File: src/rtl/top_pkg.sv
// Shared types for the 2-lane RAW datapath.
package top_pkg;

  localparam int RAW_BITS = 12;

  typedef logic [RAW_BITS-1:0]   raw12_t;
  typedef logic [2*RAW_BITS-1:0] lane_raw_data_t;

endpackage

File: src/rtl/rgb2raw_12.sv
// Re-mosaics an RGB pixel stream into GBRG Bayer pixel pairs, 12 bits per sample.
module rgb2raw_12
  import top_pkg::*;
#(
  parameter int LINE_LENGTH = 640,
  parameter int RGB_WIDTH   = 24
) (
  input  logic                 clk,
  input  logic                 rst,
  input  logic [RGB_WIDTH-1:0] rgb_in,
  input  logic                 rgb_valid,
  input  logic                 rgb_sof,
  output logic                 rgb_ready,
  output lane_raw_data_t       raw_out,
  output logic                 raw_valid,
  input  logic                 raw_ready,
  output logic                 raw_sof,
  output logic                 raw_eol,
  output logic                 sof_err
);

  // Handshake: a transfer happens on a clock edge where valid and ready are
  // both high; valid never waits on ready, and the payload is held until taken.

  localparam int             PAIRS     = LINE_LENGTH / 2;
  localparam int             CW        = $clog2(PAIRS);
  localparam logic [CW-1:0]  LAST_PAIR = CW'(PAIRS - 1);

  if ($bits(lane_raw_data_t) != 24) begin : g_bad_lane
    $error("rgb2raw_12 supports only a 24-bit lane_raw_data_t");
  end
  if ((LINE_LENGTH % 2) != 0 || LINE_LENGTH < 4) begin : g_bad_line
    $error("rgb2raw_12 needs an even LINE_LENGTH of at least 4");
  end
  if (RGB_WIDTH != 24) begin : g_bad_rgb
    $error("rgb2raw_12 expects RGB_WIDTH of 24");
  end

  typedef enum logic [1:0] {
    ST_WAIT_SOF = 2'd0,
    ST_EVEN     = 2'd1,
    ST_ODD      = 2'd2
  } state_e;

  function automatic raw12_t expand8(input logic [7:0] c);
    return {c, c[7:4]};
  endfunction

  state_e         state_q, state_d;
  raw12_t         half_q, half_d;
  logic [CW-1:0]  cnt_q, cnt_d;
  logic           par_q, par_d;
  logic           sof_pend_q, sof_pend_d;
  lane_raw_data_t out_q, out_d;
  logic           valid_q, valid_d;
  logic           rsof_q, rsof_d;
  logic           reol_q, reol_d;
  logic           err_q, err_d;

  logic   accept;
  raw12_t ch_r, ch_g, ch_b;

  assign ch_r = expand8(rgb_in[23:16]);
  assign ch_g = expand8(rgb_in[15:8]);
  assign ch_b = expand8(rgb_in[7:0]);

  assign rgb_ready = (state_q == ST_WAIT_SOF) ? 1'b1 : (~valid_q | raw_ready);
  assign accept    = rgb_valid & rgb_ready;

  always_comb begin
    state_d    = state_q;
    half_d     = half_q;
    cnt_d      = cnt_q;
    par_d      = par_q;
    sof_pend_d = sof_pend_q;
    out_d      = out_q;
    valid_d    = valid_q & ~raw_ready;
    rsof_d     = rsof_q;
    reol_d     = reol_q;
    err_d      = 1'b0;

    if (accept) begin
      if (rgb_sof) begin
        // A frame start always restarts at line 0; mid-line it also flags the drop.
        err_d      = (state_q == ST_ODD) | ((state_q == ST_EVEN) & (cnt_q != '0));
        state_d    = ST_ODD;
        cnt_d      = '0;
        par_d      = 1'b0;
        sof_pend_d = 1'b1;
        half_d     = ch_g;
      end else begin
        case (state_q)
          ST_EVEN: begin
            half_d  = par_q ? ch_r : ch_g;
            state_d = ST_ODD;
          end
          ST_ODD: begin
            out_d      = {half_q, (par_q ? ch_g : ch_b)};
            valid_d    = 1'b1;
            rsof_d     = sof_pend_q;
            sof_pend_d = 1'b0;
            reol_d     = (cnt_q == LAST_PAIR);
            if (cnt_q == LAST_PAIR) begin
              cnt_d = '0;
              par_d = ~par_q;
            end else begin
              cnt_d = cnt_q + CW'(1);
            end
            state_d = ST_EVEN;
          end
          default: ;
        endcase
      end
    end
  end

  always_ff @(posedge clk) begin
    if (rst) begin
      state_q    <= ST_WAIT_SOF;
      half_q     <= '0;
      cnt_q      <= '0;
      par_q      <= 1'b0;
      sof_pend_q <= 1'b0;
      out_q      <= '0;
      valid_q    <= 1'b0;
      rsof_q     <= 1'b0;
      reol_q     <= 1'b0;
      err_q      <= 1'b0;
    end else begin
      state_q    <= state_d;
      half_q     <= half_d;
      cnt_q      <= cnt_d;
      par_q      <= par_d;
      sof_pend_q <= sof_pend_d;
      out_q      <= out_d;
      valid_q    <= valid_d;
      rsof_q     <= rsof_d;
      reol_q     <= reol_d;
      err_q      <= err_d;
    end
  end

  assign raw_out   = out_q;
  assign raw_valid = valid_q;
  assign raw_sof   = rsof_q;
  assign raw_eol   = reol_q;
  assign sof_err   = err_q;

endmodule

File: config.mk
export PLATFORM = sky130hd
export DESIGN_NAME = rgb2raw_12
export DESIGN_NICKNAME = d
export VERILOG_FILES = /design/src/rtl/top_pkg.sv /design/src/rtl/rgb2raw_12.sv
export SDC_FILE = /design/constraint.sdc
export NUM_CORES = 1
export LEC_CHECK = 0
export ABC_AREA = 1
export CORE_MARGIN = 3
export CORE_UTILIZATION = 45
export DETAILED_ROUTE_END_ITERATION = 16
export GPL_TIMING_DRIVEN = 1
export HOLD_SLACK_MARGIN = 0.03
export PLACE_DENSITY_LB_ADDON = 0.15
export SLEW_MARGIN = 10
export SYNTH_ARGS = -nofsm -noshare
export SYNTH_HDL_FRONTEND = slang
export SYNTH_SLANG_ARGS = --single-unit
File: constraint.sdc
create_clock -name clk -period 2.3 [get_ports clk]
set_input_delay 0.46 -clock clk [delete_from_list [all_inputs] [get_ports clk]]
set_output_delay 0.46 -clock clk [all_outputs]
set_load 0.02 [all_outputs]
==> impl_metrics.yaml <==
finish:
  insertedDiodeCount: 0
  area_growth_pct: 31.4
  drive_gt1_frac: 0.0836
  fin_area_um2: 2790
  utilization: 0.629
  nets: 389
pwr:
  swShare: 0.247
  clockPowerShare: 0.387
  power.total_mw: 1.57
  p_per_area_nw_per_um2: 560
  pwr-share-seq: 0.473
  switchingPower_uw: 386
  p_comb_frac: 0.140
  vdd_ir_drop_max_mv: 0.283
  p_leak_nw: 1.06
  internal-power_mw: 1.18
place:
  portBuffers: 57
  place.gp.congestion: 0.861
  placed_area_um2: 2680
  hpwlAfterDp_um: 3960
yosys:
  synth_simple_gate_area_share: 0.366
  synth.net_count: 339
  synth_compound_area_frac: 0.131
  synth_area_per_cell_um2: 6.90
  postSynthCellCount: 308
  yosysWarnings: 0
  ys_types: 26
  synthAdderAreaFrac: 0.0118
  ys_ff_latch: 41
  synthXorXnorAreaFrac: 0
  synthMuxAreaShare: 0
  synth_top_family_by_area: "simple AND/OR/NAND/NOR gates"
  seq_area_frac_synth: 0.386
  syn-cell-area_um2: 2130
clock_network:
  cts_root_buf: "clkbuf_8"
  hold_buffers: 0
  cts_tree: "built"
  cts_resized: 0
  clk_pin_slew_ns: 0.09
  cts.sinks: 41
  cts-buffers-inserted: 5
  post-cts-setup-buffer-count: 0
  htree_num_levels: 2
  clk_latency_ns: 0.30
  clockBufferDepth: 2
detailed_routing:
  drt-initial-drc-count: 94
  vias_per_cell: 5.23
  num_vias: 2150
  wl_per_cell_um: 13.2
  drc_errors: 0
  ant_nets: 0
  drtPass1Iterations: 4
  drt_wl_total_um: 5420
floorplan:
  rows: 24
  dieArea_um2: 5580
  pin_count: 58
  start_util: 0.478
  die_w_um: 74.7
  coreArea_um2: 4440
  die_h_um: 74.7
sta:
  fin_worst_skew_ns: 0.0130
  timing.final.crit_period_ns: 2.16
  slew_headroom: 0.689
  fmax_mhz: 464
  finalSetupTns_ns: 0
  worst_pin_slew_ns: 0.466
  finalSetupViolCount: 0
  hold_viol_final: 0
  rsz0062_at_grt: "false"
  finalMaxSlewViolations: 0
  period_share: 0.937
setup_path:
  path_max_fanout: 4
  cp.required_ns: 1.84
  end_kind: "output pin"
  worstSetupStartpointType: "input port"
  critPathKind: "input port to output pin"
  cp_data_arrival_time_ns: 1.70
global_routing:
  grt_overflow_total: 0
  grt_pass1_wl_um: 8720
  grt_start_max_net_pins: 19
  track_usage: 0.199
  antenna_found_initial: 0
  grt_pass1_vias: 1960
run_status:
  status: "complete, no violations"
run:
  maxCapViolCount: 0
hold_path:
  hold_class: "flop to flop"
## power groups by stage
stage               combinational [mW]  sequential [mW]  clock [mW]
CTS                              0.219            0.740       0.618
detailed placement               0.217            0.757           0
global placement                 0.216            0.756           0
floorplan                        0.123            0.758           0
finish                           0.219            0.740       0.606
global route                     0.240            0.743       0.645
## cells in the mapped netlist
cell type / count / area (µm²)
o21bai_1: 1 / 7.51
nand4_1: 19 / 119
inv_1: 13 / 48.8
nand3_1: 19 / 95.1
nand3_2: 1 / 10.0
nand2_2: 3 / 18.8
o21ai_0: 2 / 10.0
nor3_1: 1 / 5.00
o211ai_1: 8 / 60.1
o21ai_1: 1 / 5.00
nand2_1: 101 / 379
buf_6: 3 / 33.8
o21ai_4: 1 / 16.3
clkinv_1: 1 / 3.75
nor3b_1: 2 / 15.0
clkbuf_1: 4 / 15.0
nor2_1: 24 / 90.1
nand2_4: 1 / 11.3
inv_2: 3 / 11.3
buf_4: 10 / 75.1
nor2_4: 2 / 22.5
dfxtp_1: 41 / 821
a21oi_1: 36 / 180
buf_2: 7 / 35.0
nor2_2: 2 / 12.5
ha_1: 2 / 25.0
## worst max-delay path: stages
cell	delay [ns]
clkdlybuf4s50_1	0.47
nor2_1	0.06
nand2_2	0.09
clkdlybuf4s50_1	0.61
## layout by cell type, fill, tap and decap left out, types with 2 or more instances in the layout
cell type	instances
ha_1	2
clkdlybuf4s50_1	57
nand2_1	101
inv_2	3
nand3_1	19
inv_1	13
clkbuf_8	6
dfxtp_1	41
nand4_1	19
nor2_2	2
nor2_1	24
buf_4	10
nor3b_1	2
o211ai_1	8
a21oi_1	36
nor2_4	2
o21ai_0	2
nand2_2	3
## per-stage QoR
step           cells  hold slack (ns)  setup WS [ns]
6_report         411            0.462          0.144
5_1_grt          411            0.489          0.114
4_1_cts          411            0.465          0.138
3_5_place_dp     403            0.452          0.142
3_3_place_gp     403            0.451          0.151
2_1_floorplan    308            0.441           1.04
## final cells by class
class                           instances  area, µm²
Sequential cell                        41        821
Fill cell                             412       1650
Multi-Input combinational cell        226       1080
Clock buffer                            7       86.3
Timing Repair Buffer                   67        646
Clock inverter                          1       30.0
Tap cell                               52       65.1
Inverter                               17       63.8
## flip-flops by register name, indices dropped and copies added (netlist names)
name / flops
cnt_q: 9
half_q: 8
par_q: 1
raw_eol: 1
raw_out: 16
raw_sof: 1
raw_valid: 1
sof_err: 1
sof_pend_q: 1
state_q: 2
## cells by family (layout without fill, tap and decap cells)
| family | Yosys count | in the layout |
|---|---|---|
| compound gates | 49 | 49 |
| flops | 41 | 41 |
| buf+inv | 41 | 92 |
| fa+ha+maj | 2 | 2 |
| simple gates | 175 | 175 |
## layer usage
layer,up-vias,routed length [µm],global-route usage
li1,1105,-,-
met1,972,2450,0.244
met2,67,2650,0.359
met3,6,277,0.0401
met4,0,34,0.0474
met5,-,0,0
## worst paths after layout
check / from / endpoint / slack [ns] / cells after the start
hold reg to reg: raw_out[4] / raw_out[4] / 0.46 / 2
setup / recovery: raw_ready / rgb_ready / 0.14 / 4
setup reg to reg: state_q[1] / raw_eol / 0.83 / 6
hold / removal: raw_out[4] / raw_out[4] / 0.46 / 2
Note: power is estimated with default switching activity, not from simulation.
